[src/rtl/t03_wb_manager_pkg.sv]
// Shared types and constants for the Wishbone manager slice.
package t03_pkg;

    typedef enum logic [1:0] {
        IDLE = 2'd0,
        BUS  = 2'd1,
        RESP = 2'd2
    } wb_state_t;

    localparam logic [31:0] T03_ERR_DATA = 32'hFFFF_FFFF;

endpackage

[src/rtl/t03_wb_manager_if.sv]
// Wishbone B4 classic bus between the manager (master) and the fabric (slave).
interface t03_wb_if;

    logic        wb_cyc_o;
    logic        wb_stb_o;
    logic        wb_we_o;
    logic [31:0] wb_adr_o;
    logic [31:0] wb_dat_o;
    logic [3:0]  wb_sel_o;
    logic [31:0] wb_dat_i;
    logic        wb_ack_i;
    logic        wb_err_i;

    modport master (
        output wb_cyc_o, wb_stb_o, wb_we_o, wb_adr_o, wb_dat_o, wb_sel_o,
        input  wb_dat_i, wb_ack_i, wb_err_i
    );

    modport slave (
        input  wb_cyc_o, wb_stb_o, wb_we_o, wb_adr_o, wb_dat_o, wb_sel_o,
        output wb_dat_i, wb_ack_i, wb_err_i
    );

endinterface

[src/rtl/t03_wb_manager_timeout.sv]
// Bus-wait watchdog: loaded on entry to a bus cycle, counts down while enabled.
// expired is combinational and fires in the last permitted wait cycle.
module t03_wb_timeout #(
    parameter int CYCLES = 16
) (
    input  logic clk,
    input  logic rst,
    input  logic load,
    input  logic enable,
    output logic expired
);

    localparam int W = $clog2(CYCLES + 1);

    logic [W-1:0] cnt_q;
    logic [W-1:0] cnt_d;

    always_comb begin
        cnt_d = cnt_q;
        if (load) begin
            cnt_d = W'(CYCLES);
        end else if (enable && (cnt_q != '0)) begin
            cnt_d = cnt_q - W'(1);
        end
    end

    // Count of 1 means this is the final allowed cycle; the decrement reaches 0 here.
    assign expired = enable && (cnt_q == W'(1));

    always_ff @(posedge clk or posedge rst) begin
        if (rst) begin
            cnt_q <= '0;
        end else begin
            cnt_q <= cnt_d;
        end
    end

endmodule

[src/rtl/t03_wb_manager.sv]
// Wishbone classic manager: level read/write request -> one CYC/STB cycle -> one-cycle ack (min 3 cycles).
// No backpressure beyond busy/ack; optional bus-wait abort when T03_WB_TIMEOUT_EN is defined.
module t03_wb_manager
    import t03_pkg::*;
#(
    parameter logic [31:0] ERR_DATA       = T03_ERR_DATA,
    parameter int          TIMEOUT_CYCLES = 16
) (
    input  logic        clk,
    input  logic        rst,
    input  logic        read,
    input  logic        write,
    input  logic [31:0] address,
    input  logic [31:0] wdata,
    input  logic [3:0]  sel,
    output logic        ack,
    output logic [31:0] rdata,
    output logic        busy,
    output logic        bus_error,
    t03_wb_if.master    wb
);

    if (TIMEOUT_CYCLES < 1) begin : g_bad_timeout
        $error("TIMEOUT_CYCLES must be at least 1");
    end

    wb_state_t   state_q, state_d;
    logic        we_q, we_d;
    logic [31:0] adr_q, adr_d;
    logic [31:0] dat_q, dat_d;
    logic [3:0]  sel_q, sel_d;
    logic [31:0] rdata_q, rdata_d;
    logic        bus_error_q, bus_error_d;
    logic        tmo_expired;

`ifdef T03_WB_TIMEOUT_EN
    logic tmo_load;
    assign tmo_load = (state_q == IDLE) && (read || write);

    t03_wb_timeout #(
        .CYCLES (TIMEOUT_CYCLES)
    ) u_timeout (
        .clk     (clk),
        .rst     (rst),
        .load    (tmo_load),
        .enable  (state_q == BUS),
        .expired (tmo_expired)
    );
`else
    assign tmo_expired = 1'b0;
`endif

    always_comb begin
        state_d     = state_q;
        we_d        = we_q;
        adr_d       = adr_q;
        dat_d       = dat_q;
        sel_d       = sel_q;
        rdata_d     = rdata_q;
        bus_error_d = bus_error_q;
        case (state_q)
            IDLE: begin
                if (read || write) begin
                    adr_d   = address;
                    dat_d   = wdata;
                    sel_d   = sel;
                    we_d    = write;
                    state_d = BUS;
                end
            end
            BUS: begin
                // ERR outranks a simultaneous ACK; the timeout is the lowest priority.
                if (wb.wb_err_i || (!wb.wb_ack_i && tmo_expired)) begin
                    rdata_d     = ERR_DATA;
                    bus_error_d = 1'b1;
                    state_d     = RESP;
                end else if (wb.wb_ack_i) begin
                    if (!we_q) begin
                        rdata_d = wb.wb_dat_i;
                    end
                    state_d = RESP;
                end
            end
            RESP: begin
                state_d = IDLE;
            end
            default: begin
                state_d = IDLE;
            end
        endcase
    end

    always_ff @(posedge clk or posedge rst) begin
        if (rst) begin
            state_q     <= IDLE;
            we_q        <= 1'b0;
            adr_q       <= '0;
            dat_q       <= '0;
            sel_q       <= '0;
            rdata_q     <= '0;
            bus_error_q <= 1'b0;
        end else begin
            state_q     <= state_d;
            we_q        <= we_d;
            adr_q       <= adr_d;
            dat_q       <= dat_d;
            sel_q       <= sel_d;
            rdata_q     <= rdata_d;
            bus_error_q <= bus_error_d;
        end
    end

    assign wb.wb_cyc_o = (state_q == BUS);
    assign wb.wb_stb_o = (state_q == BUS);
    assign wb.wb_we_o  = we_q;
    assign wb.wb_adr_o = adr_q;
    assign wb.wb_dat_o = dat_q;
    assign wb.wb_sel_o = sel_q;

    assign ack       = (state_q == RESP);
    assign busy      = (state_q == BUS) || (state_q == RESP);
    assign rdata     = rdata_q;
    assign bus_error = bus_error_q;

endmodule
[src/flat_wrapper.sv]
// flat-port wrapper written by rule: the top's interface ports become plain ports
module t03_wb_manager_flat import t03_pkg::*;
#(
    parameter logic [31:0] ERR_DATA       = T03_ERR_DATA,
    parameter int          TIMEOUT_CYCLES = 16
)
  (clk, rst, read, write, address, wdata, sel, ack, rdata, busy, bus_error, wb_wb_cyc_o, wb_wb_stb_o, wb_wb_we_o, wb_wb_adr_o, wb_wb_dat_o, wb_wb_sel_o, wb_wb_dat_i, wb_wb_ack_i, wb_wb_err_i);
  t03_wb_if wb_i ();
  input  logic clk;
  input  logic rst;
  input  logic read;
  input  logic write;
  input  logic [31:0] address;
  input  logic [31:0] wdata;
  input  logic [3:0] sel;
  output logic ack;
  output logic [31:0] rdata;
  output logic busy;
  output logic bus_error;
  output wire logic [$bits(wb_i.wb_cyc_o)-1:0] wb_wb_cyc_o;
  output wire logic [$bits(wb_i.wb_stb_o)-1:0] wb_wb_stb_o;
  output wire logic [$bits(wb_i.wb_we_o)-1:0] wb_wb_we_o;
  output wire logic [$bits(wb_i.wb_adr_o)-1:0] wb_wb_adr_o;
  output wire logic [$bits(wb_i.wb_dat_o)-1:0] wb_wb_dat_o;
  output wire logic [$bits(wb_i.wb_sel_o)-1:0] wb_wb_sel_o;
  input wire logic [$bits(wb_i.wb_dat_i)-1:0] wb_wb_dat_i;
  input wire logic [$bits(wb_i.wb_ack_i)-1:0] wb_wb_ack_i;
  input wire logic [$bits(wb_i.wb_err_i)-1:0] wb_wb_err_i;
  assign wb_wb_cyc_o = wb_i.wb_cyc_o;
  assign wb_wb_stb_o = wb_i.wb_stb_o;
  assign wb_wb_we_o = wb_i.wb_we_o;
  assign wb_wb_adr_o = wb_i.wb_adr_o;
  assign wb_wb_dat_o = wb_i.wb_dat_o;
  assign wb_wb_sel_o = wb_i.wb_sel_o;
  assign wb_i.wb_dat_i = wb_wb_dat_i;
  assign wb_i.wb_ack_i = wb_wb_ack_i;
  assign wb_i.wb_err_i = wb_wb_err_i;
  t03_wb_manager #(.ERR_DATA(ERR_DATA), .TIMEOUT_CYCLES(TIMEOUT_CYCLES)) u_core (.clk(clk), .rst(rst), .read(read), .write(write), .address(address), .wdata(wdata), .sel(sel), .ack(ack), .rdata(rdata), .busy(busy), .bus_error(bus_error), .wb(wb_i));
endmodule
[config.mk]
export PLATFORM = sky130hd
export DESIGN_NAME = t03_wb_manager_flat
export DESIGN_NICKNAME = d
export VERILOG_FILES = /design/src/rtl/t03_wb_manager_pkg.sv /design/src/rtl/t03_wb_manager_if.sv /design/src/rtl/t03_wb_manager_timeout.sv /design/src/rtl/t03_wb_manager.sv /design/src/flat_wrapper.sv
export SDC_FILE = /design/constraint.sdc
export NUM_CORES = 1
export LEC_CHECK = 0
export CAP_MARGIN = 20
export CORE_UTILIZATION = 41
export DETAILED_ROUTE_END_ITERATION = 10
export PLACE_DENSITY_LB_ADDON = 0.05
export SYNTH_ARGS = -nofsm -noshare
export SYNTH_HDL_FRONTEND = slang
export SYNTH_HIERARCHICAL = 1
export SYNTH_SLANG_ARGS = --single-unit
export TNS_END_PERCENT = 20
[constraint.sdc]
create_clock -name clk -period 4.2 [get_ports clk]
set_input_delay 0.42 -clock clk [delete_from_list [all_inputs] [get_ports clk]]
set_output_delay 0.42 -clock clk [all_outputs]
set_load 0.02 [all_outputs]
-- Word-level counts from Yosys, hierarchy flattened
Cells that the tools add are included.
- register bits: 104
- input port bits: 106
- output and inout bits: 106
- equal/unequal tests: 5
- multiplexer cells: 7
- reductions and logical operators: 8
- operator list (cell ; count):
    two-way mux 32 bit ; 3
    two-way mux 2 bit ; 3
    AND reduction 2 bit ; 3
    case mux 2 bit (2 select lines) ; 1
    != test 3 x 1 -> 1 bit (second input constant) ; 1
    AND reduction 3 bit ; 1
    equality test 2 x 1 -> 1 bit (second input constant) ; 1
    equality test 2 bit (second input constant) ; 1
    logical NOT 2 bit ; 1
    logical OR 1 bit ; 2
    != test 2 x 1 -> 1 bit (second input constant) ; 1
    != test 2 bit (second input constant) ; 1
    nonzero test 2 bit ; 1

-- Logic depth before layout (Yosys ltp)
Gate-level depths: netlist of the first run.
- depth after elaboration: 3
- depth in mapped cells: 6

-- Least setup slack after synthesis of the first run
No wires, ideal clock.
- path type: reg2reg
- start: register u_core.state_q[1]
- end: register u_core.rdata_q[0] (netlist: u_core/rdata[0])
- arrival time: 1479 ps
- data required time: 4121 ps
- slack: 2642 ps
- stages on the path, launching flop included: 7
- buffers on the path: 2
- period minus slack after synthesis: 1558 ps
- path through: dfrtp_1 inv_1 ha_1 buf_2 clkbuf_1 a21oi_1 mux2i_1
- longest elaborated chain between the ends: 2
- ends and longest elaborated chain (element ; RTL line ; text):
    start: declaration ; t03_wb_manager.sv:27 ; wb_state_t state_q, state_d;
    start signal: assignment ; t03_wb_manager.sv:103 ; state_q <= state_d;
    equality test 2 x 1 -> 1 bit ; - ;
    net wb_wb_cyc_o ; flat_wrapper.sv:20 ; output wire logic [$bits(wb_i.wb_cyc_o)-1:0] wb_wb_cyc_o;
    AND reduction 3 bit (no source line) ; - ;
    end signal: assignment ; t03_wb_manager.sv:108 ; rdata_q <= rdata_d;
    end: declaration ; t03_wb_manager.sv:32 ; logic [31:0] rdata_q, rdata_d;
The timed path passes the listed nets, and every way through them passes these cells.
A chain may end at the register's enable or synchronous reset.

-- Worst setup path in the final report of the first run
- start: register u_core.state_q[1]
- end: output wb_wb_cyc_o
- longest elaborated chain between the ends: 1
- ends and longest elaborated chain (element ; RTL line ; text):
    equality test 2 x 1 -> 1 bit ; t03_wb_manager.sv:113 ; assign wb.wb_cyc_o = (state_q == BUS);
    end: declaration ; flat_wrapper.sv:20 ;
Every way passes these cells.

==> results.yml, run 1 <==
synthesis:
  synthArstFlopShare_pct: 100
  yosys_warnings: 6
  synth_top_area_share_pct: 60.0
  yosysMostFrequentCell: "dfrtp_1"
  yosys-top-cells-count: "104 x dfrtp_1, 63 x mux2_2, 61 x a21oi_1"
  synth.cell_area_um2: 4340
  synth-seq-area-share_pct: 60.0
  ys_types: 22
  synth_edf_count: 0
  synthCells: 313
  syn_area_per_cell_um2: 13.9
  ys_ff_latch: 104
  synthTopCellsByArea: "dfrtp_1 60%, mux2_2 16%, mux2i_1 7.4%"
  ys.flop_type: "dfrtp_1"
  synth.largest_area_cell: "dfrtp_1"
  syn-num-nets: 422
routing:
  drtPass1Iterations: 6
  detail-route-antenna-nets: 0
  wirelength_mm: 10.3
  dr_total_vias: 3223
  wl_per_cell_um: 15.8
  drc: 0
  viasPerCell: 4.93
  drtIter0Drc: 143
grt:
  antenna_found_initial: 0
  grt_pass1_wl_mm: 16.7
  grt_pass1_vias: 3321
  overflow: 0
  track_usage_pct: 19.3
  grt_max_degree: 80
finish:
  layout.nets: 623
  area_growth_pct: 55.0
  finalNonFillerCells: 654
  n_fill_cell: 827
  design_area_um2: 6720
  final_layout_size_suffix_gt1_share_pct: 16.6
  n_antenna_cell: 0
floorplanning:
  dieHeight_um: 105
  io_pins: 212
  fp.dieW_um: 105
  core_area_um2: 10300
  die-area_um2: 11000
  std_cell_rows: 37
  initial_utilization_pct: 42.2
sta:
  skew_ns: 0.0156
  fin_crit_ns: 2.72
  clock.fmax_ghz: 0.368
  timing.final.hold_violations: 0
  rsz0062_at_grt: "false"
  tns_ns: 0
  worst_hold_slack_ns: 0.325
  maxSlewHeadroom_pct: 34.1
  tightest_slew_ns: 0.989
  finalSetupViolCount: 0
  slew_viol_final: 0
  period_share_pct: 64.7
worst_setup_path:
  crit_type: "reg -> out"
  critical_path.endpoint_type: "output pin"
  slowest_delay_ns: 0.72
  crit_fanout: 65
  slowest_stage: "clkdlybuf4s50_1"
  critical_path_buf_inv_count: 3
  critical-path-top-delay-family: "buffers and inverters"
  timing.rr.start: "u_core/state_q[1]$_DFFE_PP0P_"
  start_kind: "flop"
  cp.depth: 4
  required_ns: 3.78
  rr_endpoint: "u_core/rdata[29]$_DFFE_PP0P_"
  worstRegToRegCells: 4
  reg2reg_slack_ns: 2.25
  crit_arrival_ns: 2.30
  cp_cell_sequence: "inv_1 > ha_2 > buf_4 > clkdlybuf4s50_1"
clock_network:
  cts_hold_buffers: 0
  cts.sinks: 104
  cts_resized: 0
  path_clk_slew_ns: 0.09
  cts_tree: "done"
  clock_latency_ns: 0.36
  post_cts_buffers: 0
  clockRootBuffer: "clkbuf_8"
  numCtsBuffers: 9
  cts_max_path_buffers: 2
  h-tree-depth: 3
power_and_ir_drop:
  vdd_drop_max_uv: 421
  p_sw_mw: 1.85
  powerDensity_nw_per_um2: 744
  clock_power_share_pct: 12.1
  pwr-share-comb_pct: 54.0
  p_leak_nw: 2.64
  seqPwrFrac_pct: 34.0
  swShare_pct: 37.1
  internal_power_mw: 3.15
placed_design:
  dpl.hpwl_mm: 7.09
  routabilityCongestion: 0.726
  io_buffers: 211
  dp_cells: 637
  place_area_um2: 6490
job:
  maxCapViolCount: 0
min_path:
  hold_class: "in -> async"
outcome:
  status: "finished, final reports clean"
==> flip-flops by register name, summed over array words and instances, names as in the netlist <==
name and flops:
u_core/wb.wb_dat_o 32, u_core/rdata 32, u_core/state_q 2, u_core/bus_error 1, u_core/wb.wb_adr_o 32, u_core/wb.wb_sel_o 4, u_core/wb.wb_we_o 1
==> worst reg2reg max path, cell delays in order, from the launching register on <==
cell and delay (ns):
dfrtp_1 0.42, inv_1 0.09, ha_2 0.20, and3b_2 0.86, mux2i_1 0.31
==> through the flow <==
step,power (mW),util [%],worst slack [ns]
after CTS,5.06,64.9,1.46
final,5.00,65.4,1.48
after global placement,4.38,63.1,1.90
after global routing,5.29,65.4,1.35
after floorplan,3.23,-,1.05
after detailed placement,4.43,63.1,1.87
==> placed cells by master, fill, tap and decap left out, types with 3 or more instances in the layout <==
master and count:
clkbuf_8 9, a21oi_1 61, mux2_1 6, clkdlybuf4s50_1 210, inv_1 3, dfrtp_1 104, mux2_2 63, mux2i_1 32
nor2_1 3
==> routing by layer <==
layer	track usage [%]	vias to the layer above	part of all wire (%)
met2	29.2	129	47
met1	24.9	1566	42
li1	-	1510	-
met4	9.56	0	2.7
met5	0	-	0
met3	6.43	18	8.4
==> final cells by class <==
cell class / count / area, um2 / share of cell area [%]
multi-input combinational: 179 / 1560 / 23.1
sequential: 104 / 2600 / 38.7
tap: 136 / 170 / 2.53
clock inverter: 4 / 55.1 / 0.819
inverter: 4 / 17.5 / 0.261
clock buffer: 11 / 131 / 1.95
timing repair buffer: 216 / 2190 / 32.6
==> cell families after synthesis <==
kind of cell	share of synthesized area, %
AOI/OAI and AO/OA	7.93
adders and majority gates	0.866
buffers and inverters	4.21
DFF	60.0
muxes	25.3
and+or+nand+nor	1.67
==> worst max path at each step <==
stage	startpoint	endpoint	slack, ns
global placement	u_core/state_q[1]$_DFFE_PP0P_	wb_wb_cyc_o	1.90
detailed placement	u_core/state_q[1]$_DFFE_PP0P_	wb_wb_stb_o	1.87
CTS	u_core/state_q[1]$_DFFE_PP0P_	wb_wb_stb_o	1.46
floorplan	rst	u_core/bus_error$_DFFE_PP0P_	1.05
global route	u_core/state_q[1]$_DFFE_PP0P_	wb_wb_cyc_o	1.35
finish	u_core/state_q[1]$_DFFE_PP0P_	wb_wb_cyc_o	1.48
==> power groups by stage <==
stage	clock network (mW)	registers, mW	logic [mW]
finish	0.602	1.70	2.70
global route	0.666	1.77	2.86
CTS	0.633	1.71	2.72
detailed placement	0	1.72	2.71
global placement	0	1.69	2.68
floorplan	0	2.27	0.957
No activity file was read; power rests on OpenSTA's default activity.
==> run 2: changes to the inputs <==
--- a/config.mk
+++ b/config.mk
@@ -6,7 +6,7 @@
 export NUM_CORES = 1
 export LEC_CHECK = 0
 export CAP_MARGIN = 20
-export CORE_UTILIZATION = 41
+export CORE_UTILIZATION = 37
 export DETAILED_ROUTE_END_ITERATION = 10
 export PLACE_DENSITY_LB_ADDON = 0.05
 export SYNTH_ARGS = -nofsm -noshare
==> constraint.sdc (replaced) <==
create_clock -name clk -period 2.5 [get_ports clk]
set_input_delay 0.25 -clock clk [delete_from_list [all_inputs] [get_ports clk]]
set_output_delay 0.25 -clock clk [all_outputs]
set_load 0.02 [all_outputs]
==> run 2 against run 1 <==
Against the previous run:
- register-to-register slack got worse by 1.5 ns
- non-clock buffer count rose by 4
- critical path depth decreased by 1
- cell area rose by 2.2%
- core utilization is 5.3 points lower
- wire length rose by 3.7%
- clock skew fell by 0.011 ns
- flip-flop and latch count stayed put
- critical endpoint unchanged
==> results.yml, run 2 (same netlist as run 1, synthesis figures left out) <==
outcome:
  status: "finished, final reports clean"
clock_network:
  numCtsBuffers: 9
  cts.sinks: 104
  clockRootBuffer: "clkbuf_16"
  cts_max_path_buffers: 2
  h-tree-depth: 3
  path_clk_slew_ns: 0.07
  clock_latency_ns: 0.34
  cts_tree: "done"
  cts_hold_buffers: 0
  cts_resized: 0
  post_cts_buffers: 0
routing:
  drtPass1Iterations: 4
  viasPerCell: 4.83
  wl_per_cell_um: 16.1
  dr_total_vias: 3215
  drc: 0
  drtIter0Drc: 110
  wirelength_mm: 10.7
  detail-route-antenna-nets: 0
worst_setup_path:
  start_kind: "flop"
  slowest_delay_ns: 0.63
  required_ns: 2.25
  critical_path.endpoint_type: "output pin"
  slowest_stage: "clkdlybuf4s50_1"
  crit_type: "reg -> out"
  reg2reg_slack_ns: 0.75
  cp_cell_sequence: "inv_1 > ha_2 > clkdlybuf4s50_1"
  crit_fanout: 6
  crit_arrival_ns: 1.73
finish:
  n_antenna_cell: 0
  final_util_pct: 60.1
  finalNonFillerCells: 666
  final_layout_size_suffix_gt1_share_pct: 17.4
  layout_commonest_cell: "clkdlybuf4s50_1"
  layout.nets: 627
  n_fill_cell: 995
  most-common-layout-cells: "210 x clkdlybuf4s50_1, 104 x dfrtp_1, 63 x mux2_2"
  area_growth_pct: 58.3
sta:
  finalSetupViolCount: 0
  tightest_slew_ns: 0.727
  fin_crit_ns: 1.98
  timing.final.hold_violations: 0
  maxSlewHeadroom_pct: 51.4
  clock.fmax_ghz: 0.505
  rsz0062_at_grt: "false"
  tns_ns: 0
  period_share_pct: 79.3
  skew_ns: 0.00422
  slew_viol_final: 0
power_and_ir_drop:
  powerDensity_nw_per_um2: 1280
  p_leak_nw: 2.70
  vdd_drop_max_uv: 677
grt:
  grt_pass1_vias: 3186
  track_usage_pct: 17.8
  antenna_found_initial: 0
  grt_pass1_wl_mm: 16.1
  grt_max_degree: 43
  overflow: 0
floorplanning:
  dieHeight_um: 110
  die-area_um2: 12200
  std_cell_rows: 39
  io_pins: 212
  initial_utilization_pct: 38.0
  core_area_um2: 11400
  fp.dieW_um: 110
placed_design:
  dp_cells: 650
  dpl.hpwl_mm: 7.56
  io_buffers: 211
  routabilityCongestion: 0.713
min_path:
  hold_class: "in -> async"
job:
  maxCapViolCount: 0
[run 2: path summary, 6_finish.rpt]
path | startpoint | end | depth (start not counted)
max in group asynchronous | rst | u_core/rdata[0]$_DFFE_PP0P_ | 3
min in group clk | wb_wb_err_i | u_core/rdata[19]$_DFFE_PP0P_ | 3
setup / recovery | u_core/state_q[1]$_DFFE_PP0P_ | wb_wb_cyc_o | 3
hold reg to reg | u_core/bus_error$_DFFE_PP0P_ | u_core/bus_error$_DFFE_PP0P_ | 1
setup reg to reg | u_core/state_q[1]$_DFFE_PP0P_ | u_core/state_q[0]$_DFFE_PP0P_ | 5
hold / removal | rst | u_core/wb.wb_adr_o[19]$_DFFE_PP0P_ | 2
[run 2: through the flow]
stage | setup slack [ns] | cell area, um2 | power (mW) | hold slack, ns
floorplan | 0.942 | 4340 | 5.43 | 0.382
global placement | 0.671 | 6580 | 7.42 | 0.439
detailed placement | 0.617 | 6580 | 7.51 | 0.443
CTS | 0.488 | 6870 | 8.92 | 0.379
global route | 0.444 | 6870 | 9.29 | 0.422
finish | 0.518 | 6870 | 8.79 | 0.371
[run 2: critical path: cells and delay by family, from the launching register on]
family                   cells  cell delay [ns]
adder cells (fa/ha/maj)      1             0.25
flip-flops                   1             0.42
buffers and inverters        2             0.73
[run 2: power by group]
part	switching, mW	internal, mW
Clock	0.602	0.757
Combinational	2.19	2.38
Sequential	0.390	2.47
Total	3.18	5.61
[run 2: layout make-up]
type / count / area (um2) / area share, %
Clock inverter: 2 / 12.5 / 0.182
Sequential cell: 104 / 2600 / 37.9
Inverter: 4 / 18.8 / 0.273
Clock buffer: 14 / 274 / 3.99
Tap cell: 143 / 179 / 2.61
Multi-Input combinational cell: 179 / 1560 / 22.6
Timing Repair Buffer: 220 / 2220 / 32.4
[run 2: layer usage]
layer	part of all wire, %	GRT usage [%]	vias to the layer above
met4	1.5	7.61	0
met3	10	7.11	11
met5	0	0	-
met2	48	27.8	128
met1	41	21.7	1560
li1	-	-	1516
